`config.mk`:
```
export PLATFORM = sky130hd
export DESIGN_NAME = ps2_kbd_tx
export DESIGN_NICKNAME = d
export VERILOG_FILES = /design/src/rtl/ps2_pkg.sv /design/src/rtl/ps2_tx_fifo.sv /design/src/rtl/ps2_kbd_tx.sv
export SDC_FILE = /design/constraint.sdc
export NUM_CORES = 1
export LEC_CHECK = 0
export CORE_ASPECT_RATIO = 0.6
export CORE_MARGIN = 5
export CORE_UTILIZATION = 42
export DETAILED_ROUTE_END_ITERATION = 7
export GPL_ROUTABILITY_DRIVEN = 0
export GPL_TIMING_DRIVEN = 0
export PLACE_DENSITY_LB_ADDON = 0.12
export SLEW_MARGIN = 20
export SYNTH_ARGS = -nofsm -noshare
export SYNTH_HDL_FRONTEND = slang
export SYNTH_HIERARCHICAL = 1
export SYNTH_SLANG_ARGS = --single-unit
```
`constraint.sdc`:
```
create_clock -name clk -period 4 [get_ports clk]
set_clock_uncertainty 0.15 [all_clocks]
set_input_delay 1.2 -clock clk [delete_from_list [all_inputs] [get_ports clk]]
set_output_delay 1.2 -clock clk [all_outputs]
set_load 0.02 [all_outputs]
```
`src/rtl/ps2_pkg.sv`:
```
// Shared PS/2 definitions used by the keyboard transmitter and receiver.
package ps2_pkg;

  localparam int unsigned FRAME_BITS = 11;
  localparam int unsigned FIFO_DEPTH = 4;

  typedef enum logic [2:0] {
    ST_IDLE,
    ST_LOAD,
    ST_HIGH,
    ST_LOW,
    ST_GAP
  } ps2_state_t;

  // Parity bit that makes data plus parity carry an odd number of ones.
  function automatic logic odd_parity(input logic [7:0] d);
    return ~^d;
  endfunction

endpackage

```
`src/rtl/ps2_tx_fifo.sv`:
```
// Byte FIFO for the PS/2 transmitter; pointers carry an extra wrap bit for full/empty.
module ps2_tx_fifo
  import ps2_pkg::*;
(
  input  logic       clk,
  input  logic       resetn,
  input  logic       i_push,
  input  logic [7:0] i_data,
  input  logic       i_pop,
  output logic [7:0] o_data,
  output logic       o_full,
  output logic       o_empty
);

  localparam int unsigned AW = $clog2(FIFO_DEPTH);

  logic [7:0]  r_mem [FIFO_DEPTH];
  logic [AW:0] r_wptr;
  logic [AW:0] r_rptr;
  logic        w_push;
  logic        w_pop;

  assign o_empty = (r_wptr == r_rptr);
  assign o_full  = (r_wptr[AW] != r_rptr[AW]) && (r_wptr[AW-1:0] == r_rptr[AW-1:0]);
  assign w_pop   = i_pop && !o_empty;
  // A full FIFO still takes a write when the head leaves in the same cycle.
  assign w_push  = i_push && (!o_full || w_pop);
  assign o_data  = r_mem[r_rptr[AW-1:0]];

  always_ff @(posedge clk) begin
    if (!resetn) begin
      r_wptr <= '0;
      r_rptr <= '0;
    end else begin
      if (w_push) r_wptr <= r_wptr + 1'b1;
      if (w_pop)  r_rptr <= r_rptr + 1'b1;
    end
  end

  always_ff @(posedge clk) begin
    if (w_push) r_mem[r_wptr[AW-1:0]] <= i_data;
  end

endmodule

```
`src/rtl/ps2_kbd_tx.sv`:
```
// PS/2 device-side transmitter: queues scan codes and sends 11-bit frames with
// registered clock/data lines, aborting and retrying when the host inhibits.
module ps2_kbd_tx
  import ps2_pkg::*;
#(
  parameter int unsigned HALF = 50,
  parameter int unsigned GAP  = 200
) (
  input  logic       clk,
  input  logic       resetn,
  input  logic       in_valid,
  input  logic [7:0] in_data,
  output logic       in_ready,
  input  logic       inhibit,
  output logic       ps2_clk,
  output logic       ps2_data,
  output logic       busy,
  output logic       frame_done
);

  localparam int unsigned CW = $clog2(((HALF > GAP) ? HALF : GAP) + 1);
  localparam int unsigned BW = $clog2(FRAME_BITS);
  localparam logic [CW-1:0] HALF_LAST = CW'(HALF - 1);
  localparam logic [CW-1:0] GAP_LAST  = CW'(GAP - 1);
  localparam logic [BW-1:0] LAST_BIT  = BW'(FRAME_BITS - 1);

  function automatic logic frame_bit(input logic [7:0] b, input logic p, input logic [BW-1:0] idx);
    case (idx)
      BW'(0):  return 1'b0;
      BW'(9):  return p;
      BW'(10): return 1'b1;
      default: return b[3'(idx - 1'b1)];
    endcase
  endfunction

  ps2_state_t    r_state, w_state_nxt;
  logic [CW-1:0] r_cnt, w_cnt_nxt;
  logic [BW-1:0] r_bit, w_bit_nxt;
  logic [7:0]    r_byte, w_byte_nxt;
  logic [7:0]    r_held, w_held_nxt;
  logic          r_held_vld, w_held_vld_nxt;
  logic          r_par, w_par_nxt;
  logic          r_ps2_clk, w_ps2_clk_nxt;
  logic          r_ps2_data, w_ps2_data_nxt;
  logic          r_done, w_done_nxt;
  logic          w_push, w_pop, w_full, w_empty;
  logic [7:0]    w_head, w_src_byte;

  assign in_ready   = !w_full;
  assign w_push     = in_valid && in_ready;
  assign ps2_clk    = r_ps2_clk;
  assign ps2_data   = r_ps2_data;
  assign frame_done = r_done;
  assign busy       = (r_state != ST_IDLE);

  ps2_tx_fifo u_fifo (
    .clk     (clk),
    .resetn  (resetn),
    .i_push  (w_push),
    .i_data  (in_data),
    .i_pop   (w_pop),
    .o_data  (w_head),
    .o_full  (w_full),
    .o_empty (w_empty)
  );

  // An aborted byte is parked in r_held and takes priority over the FIFO head,
  // so it is re-sent first without needing to push it back into the FIFO.
  assign w_src_byte = r_held_vld ? r_held : w_head;

  always_comb begin
    w_state_nxt    = r_state;
    w_cnt_nxt      = r_cnt + 1'b1;
    w_bit_nxt      = r_bit;
    w_byte_nxt     = r_byte;
    w_par_nxt      = r_par;
    w_held_nxt     = r_held;
    w_held_vld_nxt = r_held_vld;
    w_ps2_clk_nxt  = r_ps2_clk;
    w_ps2_data_nxt = r_ps2_data;
    w_done_nxt     = 1'b0;
    w_pop          = 1'b0;

    case (r_state)
      ST_IDLE: begin
        w_cnt_nxt      = '0;
        w_ps2_clk_nxt  = 1'b1;
        w_ps2_data_nxt = 1'b1;
        if ((r_held_vld || !w_empty) && !inhibit) w_state_nxt = ST_LOAD;
      end
      ST_LOAD: begin
        w_pop          = !r_held_vld;
        w_held_vld_nxt = 1'b0;
        w_byte_nxt     = w_src_byte;
        w_par_nxt      = odd_parity(w_src_byte);
        w_bit_nxt      = '0;
        w_cnt_nxt      = '0;
        w_ps2_clk_nxt  = 1'b1;
        w_ps2_data_nxt = 1'b0;
        w_state_nxt    = ST_HIGH;
      end
      ST_HIGH: begin
        if (r_cnt == HALF_LAST) begin
          w_cnt_nxt     = '0;
          w_ps2_clk_nxt = 1'b0;
          w_state_nxt   = ST_LOW;
        end
      end
      ST_LOW: begin
        if (r_cnt == HALF_LAST) begin
          w_cnt_nxt     = '0;
          w_ps2_clk_nxt = 1'b1;
          if (r_bit == LAST_BIT) begin
            w_ps2_data_nxt = 1'b1;
            w_done_nxt     = 1'b1;
            w_state_nxt    = ST_GAP;
          end else begin
            w_bit_nxt      = r_bit + 1'b1;
            w_ps2_data_nxt = frame_bit(r_byte, r_par, r_bit + 1'b1);
            w_state_nxt    = ST_HIGH;
          end
        end
      end
      ST_GAP: begin
        w_ps2_clk_nxt  = 1'b1;
        w_ps2_data_nxt = 1'b1;
        if (r_cnt == GAP_LAST) begin
          w_cnt_nxt   = '0;
          w_state_nxt = ST_IDLE;
        end
      end
      default: w_state_nxt = ST_IDLE;
    endcase

    if (inhibit && (r_state inside {ST_LOAD, ST_HIGH, ST_LOW})) begin
      w_state_nxt    = ST_GAP;
      w_cnt_nxt      = '0;
      w_bit_nxt      = '0;
      w_ps2_clk_nxt  = 1'b1;
      w_ps2_data_nxt = 1'b1;
      w_done_nxt     = 1'b0;
      w_held_nxt     = (r_state == ST_LOAD) ? w_src_byte : r_byte;
      w_held_vld_nxt = 1'b1;
    end
  end

  always_ff @(posedge clk) begin
    if (!resetn) begin
      r_state    <= ST_IDLE;
      r_cnt      <= '0;
      r_bit      <= '0;
      r_byte     <= '0;
      r_par      <= 1'b0;
      r_held     <= '0;
      r_held_vld <= 1'b0;
      r_ps2_clk  <= 1'b1;
      r_ps2_data <= 1'b1;
      r_done     <= 1'b0;
    end else begin
      r_state    <= w_state_nxt;
      r_cnt      <= w_cnt_nxt;
      r_bit      <= w_bit_nxt;
      r_byte     <= w_byte_nxt;
      r_par      <= w_par_nxt;
      r_held     <= w_held_nxt;
      r_held_vld <= w_held_vld_nxt;
      r_ps2_clk  <= w_ps2_clk_nxt;
      r_ps2_data <= w_ps2_data_nxt;
      r_done     <= w_done_nxt;
    end
  end

endmodule

```
## After elaboration in Yosys (flattened, before gate mapping)

Memory sizes are Yosys's and may differ from the RTL's. A register that Yosys moved wholly into a read port is not among the register bits.
Cells that the tools add are included.

| word-level totals | value |
|---|---|
| bits of input ports | 12 |
| memory bits (writable) | 32 |
| logic and storage cells | 108 |
| output and inout bits | 5 |
| flip-flop bits (word level) | 42 |
| memories | 1 |

Memory list:

| memory | depth | bits a word | rd ports | clocked after Yosys merged registers in | write ports | line | RTL |
|---|---|---|---|---|---|---|---|
| u_fifo.r_mem | 4 | 8 | 1 | 1 | 1 | ps2_tx_fifo.sv:17 | `logic [7:0] r_mem [FIFO_DEPTH];` |

| operators by class | value |
|---|---|
| $add $sub $neg | 5 |
| bitwise operators | 3 |
| eq/ne operators | 21 |
| reduce and logical (&&, ||, !) cells | 32 |
| $lt $le $gt $ge | 1 |
| muxes and demuxes | 32 |

Operator list:

| kind | count |
|---|---|
| $mux W8 | 4 |
| $pmux W8 S3 | 1 |
| $mux W3 | 6 |
| $pmux W3 S5 | 1 |
| $eq A4 B4 Y1 const B | 3 |
| $reduce_bool A3 Y1 | 4 |
| $mux W1 | 11 |
| $ne A2 B2 Y1 const B | 5 |
| $pmux W1 S3 | 3 |
| $add A8 B1 Y8 const B | 1 |
| $eq A8 B6 Y1 const B | 1 |
| $eq A8 B8 Y1 const B | 1 |
| $mux W4 | 2 |
| $pmux W4 S2 | 1 |
| $reduce_and A4 Y1 | 2 |
| $reduce_or A2 Y1 | 4 |
| $reduce_xnor A8 Y1 | 1 |
| $add A3 B1 Y3 const B | 2 |
| $eq A3 B2 Y1 const B | 2 |
| $logic_and A1 B1 Y1 | 6 |
| $ne A3 B2 Y1 const B | 2 |
| $ne A3 B3 Y1 const B | 2 |
| $reduce_and A3 Y1 | 2 |
| $add A4 B1 Y4 const B | 1 |
| 18 further kinds | 26 |

## Depth between registers and ports, before layout

| logic depth | value |
|---|---|
| word-level depth | 8 |
| mapped depth | 9 |
| gate-level depth less buffers | 7 |

## Hierarchy

Netlist, hierarchy kept.

By module, submodules not included:

| module | instances | seq. area each (sq um) | area each (sq um) | cells an instance |
|---|---|---|---|---|
| ps2_kbd_tx | 1 | 720.7 | 2018.2 | 231 |
| ps2_tx_fifo | 1 | 1121.1 | 1671.6 | 96 |

## Worst setup path after synthesis

Ideal clock, no wire load.

| timing | value |
|---|---|
| kind | input -> register |
| start point | in in_valid |
| end point | mem u_fifo.r_mem[1][0], enable pin |
| stages | 4 |
| buffers on the path | 0 |
| library setup time | 0.332 ns |
| path slack | 1.564 ns |
| data required time | 3.518 ns |
| arrival | 1.955 ns |
| cells stage by stage | nor2b_1 -> inv_1 -> a41oi_2 -> and2_1 |

| between the ends | value |
|---|---|
| word-level cells in the longest chain between the ends | 4 |

Ends and longest elaborated chain:

| item | line | RTL |
|---|---|---|
| start: declaration | ps2_kbd_tx.sv:11 | `input logic in_valid,` |
| $logic_and A1 B1 Y1 | ps2_kbd_tx.sv:50 | `assign w_push = in_valid && in_ready;` |
| $logic_and A1 B1 Y1 | ps2_tx_fifo.sv:27 | `assign w_push = i_push && (!o_full \|\| w_pop);` |
| $mux W1 | ps2_tx_fifo.sv:41 | `if (w_push) r_mem[r_wptr[AW-1:0]] <= i_data;` |
| $mux W1 (not written as such) | ps2_tx_fifo.sv:41 |  |
| end: declaration | ps2_tx_fifo.sv:17 |  |

Every way passes these cells.

## Worst setup path in the final report

| timing | value |
|---|---|
| start point | reg u_fifo.r_wptr[1] |
| end point | out in_ready |

| between the ends | value |
|---|---|
| word-level cells in the longest chain between the ends | 3 |

Ends and longest elaborated chain:

| item | line | RTL |
|---|---|---|
| start: declaration | ps2_tx_fifo.sv:18 | `logic [AW:0] r_wptr;` |
| start signal: assignment | ps2_tx_fifo.sv:35 | `if (w_push) r_wptr <= r_wptr + 1'b1;` |
| $eq A2 B2 Y1 | ps2_tx_fifo.sv:24 | `assign o_full = (r_wptr[AW] != r_rptr[AW]) && (r_wptr[AW-1:0] == r_rptr[AW-1:0]);` |
| $logic_and A1 B1 Y1 | ps2_tx_fifo.sv:24 |  |
| named net w_full | ps2_kbd_tx.sv:46 | `logic w_push, w_pop, w_full, w_empty;` |
| $logic_not A1 Y1 | ps2_kbd_tx.sv:49 | `assign in_ready = !w_full;` |
| end: declaration | ps2_kbd_tx.sv:13 | `output logic in_ready,` |

The timed path passes the listed nets, and every way through them passes these cells.

==> results_dict.tcl <==
set metrics [dict create \
    outcome "completed" \
    slew_headroom_pct 52.81 \
    rrSetupSlack_ps 1420 \
    clk_pin_slew_ps 60 \
    syn_area_um2 3690 \
    irDropWorstVdd_v 0.0002049 \
    area_growth_pct 16.75 \
    die_x_um 131.0 \
    grt_pass1_wl_um 12100 \
    seqCellArea_um2 1842 \
    critPathKind "reg2out" \
    synth_area_per_cell_um2 11.28 \
    syn_nets 351 \
    synthArstFlopShare_pct 0 \
    seqPwrFrac_pct 43.4 \
    routed_via_density 5.255 \
    clk_latency_ps 340 \
    synth-main-ff-cell "dfxtp_1" \
    core-area_um2 8523 \
    min_period_ps 3298 \
    grt_max_degree 13 \
    cts_tree "done" \
    drv_cap 0 \
    start_kind "flip-flop" \
    cp_max_fo 5 \
    buffer_ports.inserted 16 \
    multi_input_area_um2 1688 \
    antenna_cells 0 \
    synth_cell_types 55 \
    synth_simple_gate_area_share_pct 13.02 \
    setup_viol 0 \
    fmax_mhz 303.3 \
    grtUsageMet3_pct 5.013 \
    synth_compound_area_share_pct 10.04 \
    post_cts_buffers 0 \
    cts_root_buffer "clkbuf_16" \
    wl_um 7173 \
    post-dp-hpwl_um 5210 \
    drt_iter0_drc 202 \
    switching_power_mw 0.5051 \
    synth-warning-count 6 \
    grt_usage_pct 14.95 \
    design_area_um2 4308 \
    maxSlewViolCount 0 \
    grt_pass1_vias 2363 \
    drt_drc_violations_left 0 \
    drive_gt1_share_pct 12.81 \
    clkPwrFrac_pct 42.2 \
    ys_seq_elements 76 \
    postRouteAntennaNets 0 \
    postSynthCellCount 327 \
    die_h_um 82.60 \
    tightestPinTransition_ps 703.1 \
    initial_core_util_pct 43.29 \
    cts_made_buffers 9 \
    fillers 777 \
    muxShareOfSynthArea_pct 12.07 \
    rsz0062_at_grt "no" \
    end_kind "output pin" \
    power.density_nw_per_um2 476.1 \
    layout_common_cells "dfxtp_1, edfxtp_1, nand2_1" \
    power_frac_comb_pct 14.4 \
    ios 17 \
    cts_hold_buf 0 \
    crit_slowest_cell "clkdlybuf4s50_1" \
    overflow 0 \
    path_cells "xnor2_2 > nand2_1 > nor2_1 > inv_1 > clkdlybuf4s50_1" \
    dr.pass1.iters 4 \
    final_common_cell "dfxtp_1" \
    cp.arrival_ps 1950 \
    clock-sinks 76 \
    ys_seq_area_share_pct 49.92 \
    synth-adder-area-share_pct 4.069 \
    grt_use_met1_pct 22.55 \
    routedWlPerCell_um 15.23 \
    leakage_nw 1.552 \
    p_int_mw 1.546 \
    hold_viol 0 \
    htreeDepth 3 \
    nets 378 \
    cts_buffer_depth 2 \
    die-area_um2 10820 \
    swShare_pct 24.63 \
    use_met2_pct 19.23 \
    finalCritPeriodShare_pct 82.44 \
    place_area_um2 3990 \
    fin_tns_setup_ps 0 \
    cp.required_ps 2650 \
    synth_edf_count 32 \
    grt.busiest_layer "met1" \
    synth_top_family_by_area "simple AND/OR/NAND/NOR gates" \
    hp-class "reg2reg" \
    vias 2475 \
    synth_xor_area_share_pct 6.545 \
    cpPeakStageDelay_ps 530 \
    cts_resized 0 \
    grt_antenna_before_repair 0 \
    placementRows 26 \
]
[final timing paths]
kind | startpoint | cells after the start | to
hold / removal | r_par | 2 | r_par
setup reg to reg | r_state[2] | 7 | u_fifo/r_mem[0][7]
hold reg to reg | r_par | 2 | r_par
setup / recovery | u_fifo/r_wptr[1] | 5 | in_ready
[routing by layer]
metal / share of wire [%] / routed length, um / up-vias
met5: 0 / 0 / -
met4: 1.5 / 108 / 0
met3: 3.9 / 277 / 10
met2: 38 / 2728 / 32
met1: 57 / 4057 / 1209
li1: - / - / 1224
[flip-flops by register name, indices dropped and copies added, names as in the netlist, 3 cells and up, named ones only]
signal / cells
r_bit: 4
r_byte: 8
r_cnt: 8
r_held: 8
r_state: 3
u_fifo/r_mem: 32
u_fifo/r_rptr: 3
u_fifo/r_wptr: 3
[power by group through the flow]
stage | combinational (mW) | clock (mW) | sequential (mW)
3_5_place_dp | 0.295 | 0 | 0.907
6_report | 0.296 | 0.865 | 0.891
4_1_cts | 0.297 | 0.881 | 0.890
5_1_grt | 0.326 | 0.919 | 0.896
3_3_place_gp | 0.293 | 0 | 0.906
2_1_floorplan | 0.218 | 0 | 0.899
[critical path: cells and delay by family, from the launching register on]
family        cells  cell delay, ps
flops             1             370
xor+xnor          1             330
simple gates      2             320
buf+inv           2             590
[Yosys cell counts, drive strengths merged (4+ instances only)]
master  number  area (um2)
nor3b        4       35.03
nor3         6       30.03
o211ai       9       67.56
inv         21       78.83
xnor2       13       128.9
o21ai        7       35.03
clkbuf       4       16.26
a21oi       14       70.07
xor2        12       112.6
ha          12       150.1
nand2       32       122.6
mux2i       22       220.2
nor2        23       93.84
buf          9       61.30
edfxtp      32       960.9
dfxtp       44       880.8
mux4        10       225.2
nand3       10       50.05
[cell families (layout without fill, tap and decap cells)]
group	Yosys count	in the layout
AOI/OAI and AO/OA	52	52
DFF	76	76
xor gates and xnor gates	25	25
muxes	32	32
adders and majority gates	12	12
buffers and inverters	35	67
and+or+nand+nor	95	95
[final cells by class]
| class | count | area share, % |
|---|---|---|
| well taps | 112 | 3.253 |
| multi-input cells | 216 | 39.18 |
| repair buffers | 16 | 3.718 |
| clock buffers | 11 | 5.635 |
| clock inverters | 5 | 1.743 |
| inverters | 22 | 1.917 |
| plain buffers | 13 | 1.801 |
| flip-flops and latches | 76 | 42.75 |
[metrics by stage]
stage                     util, %  cells  power, mW  setup WS (ps)  hold slack (ps)
after floorplan                 -    327      1.117           1564            279.5
after global placement      46.81    455      1.199          822.7            292.9
after detailed placement    46.81    455      1.202          821.4            315.8
after CTS                   50.54    471      2.068          691.4            328.8
after global routing        50.54    471      2.140          574.5            359.7
final                       50.54    471      2.051          702.4            323.0
Note: power is estimated with default switching activity, not from simulation.
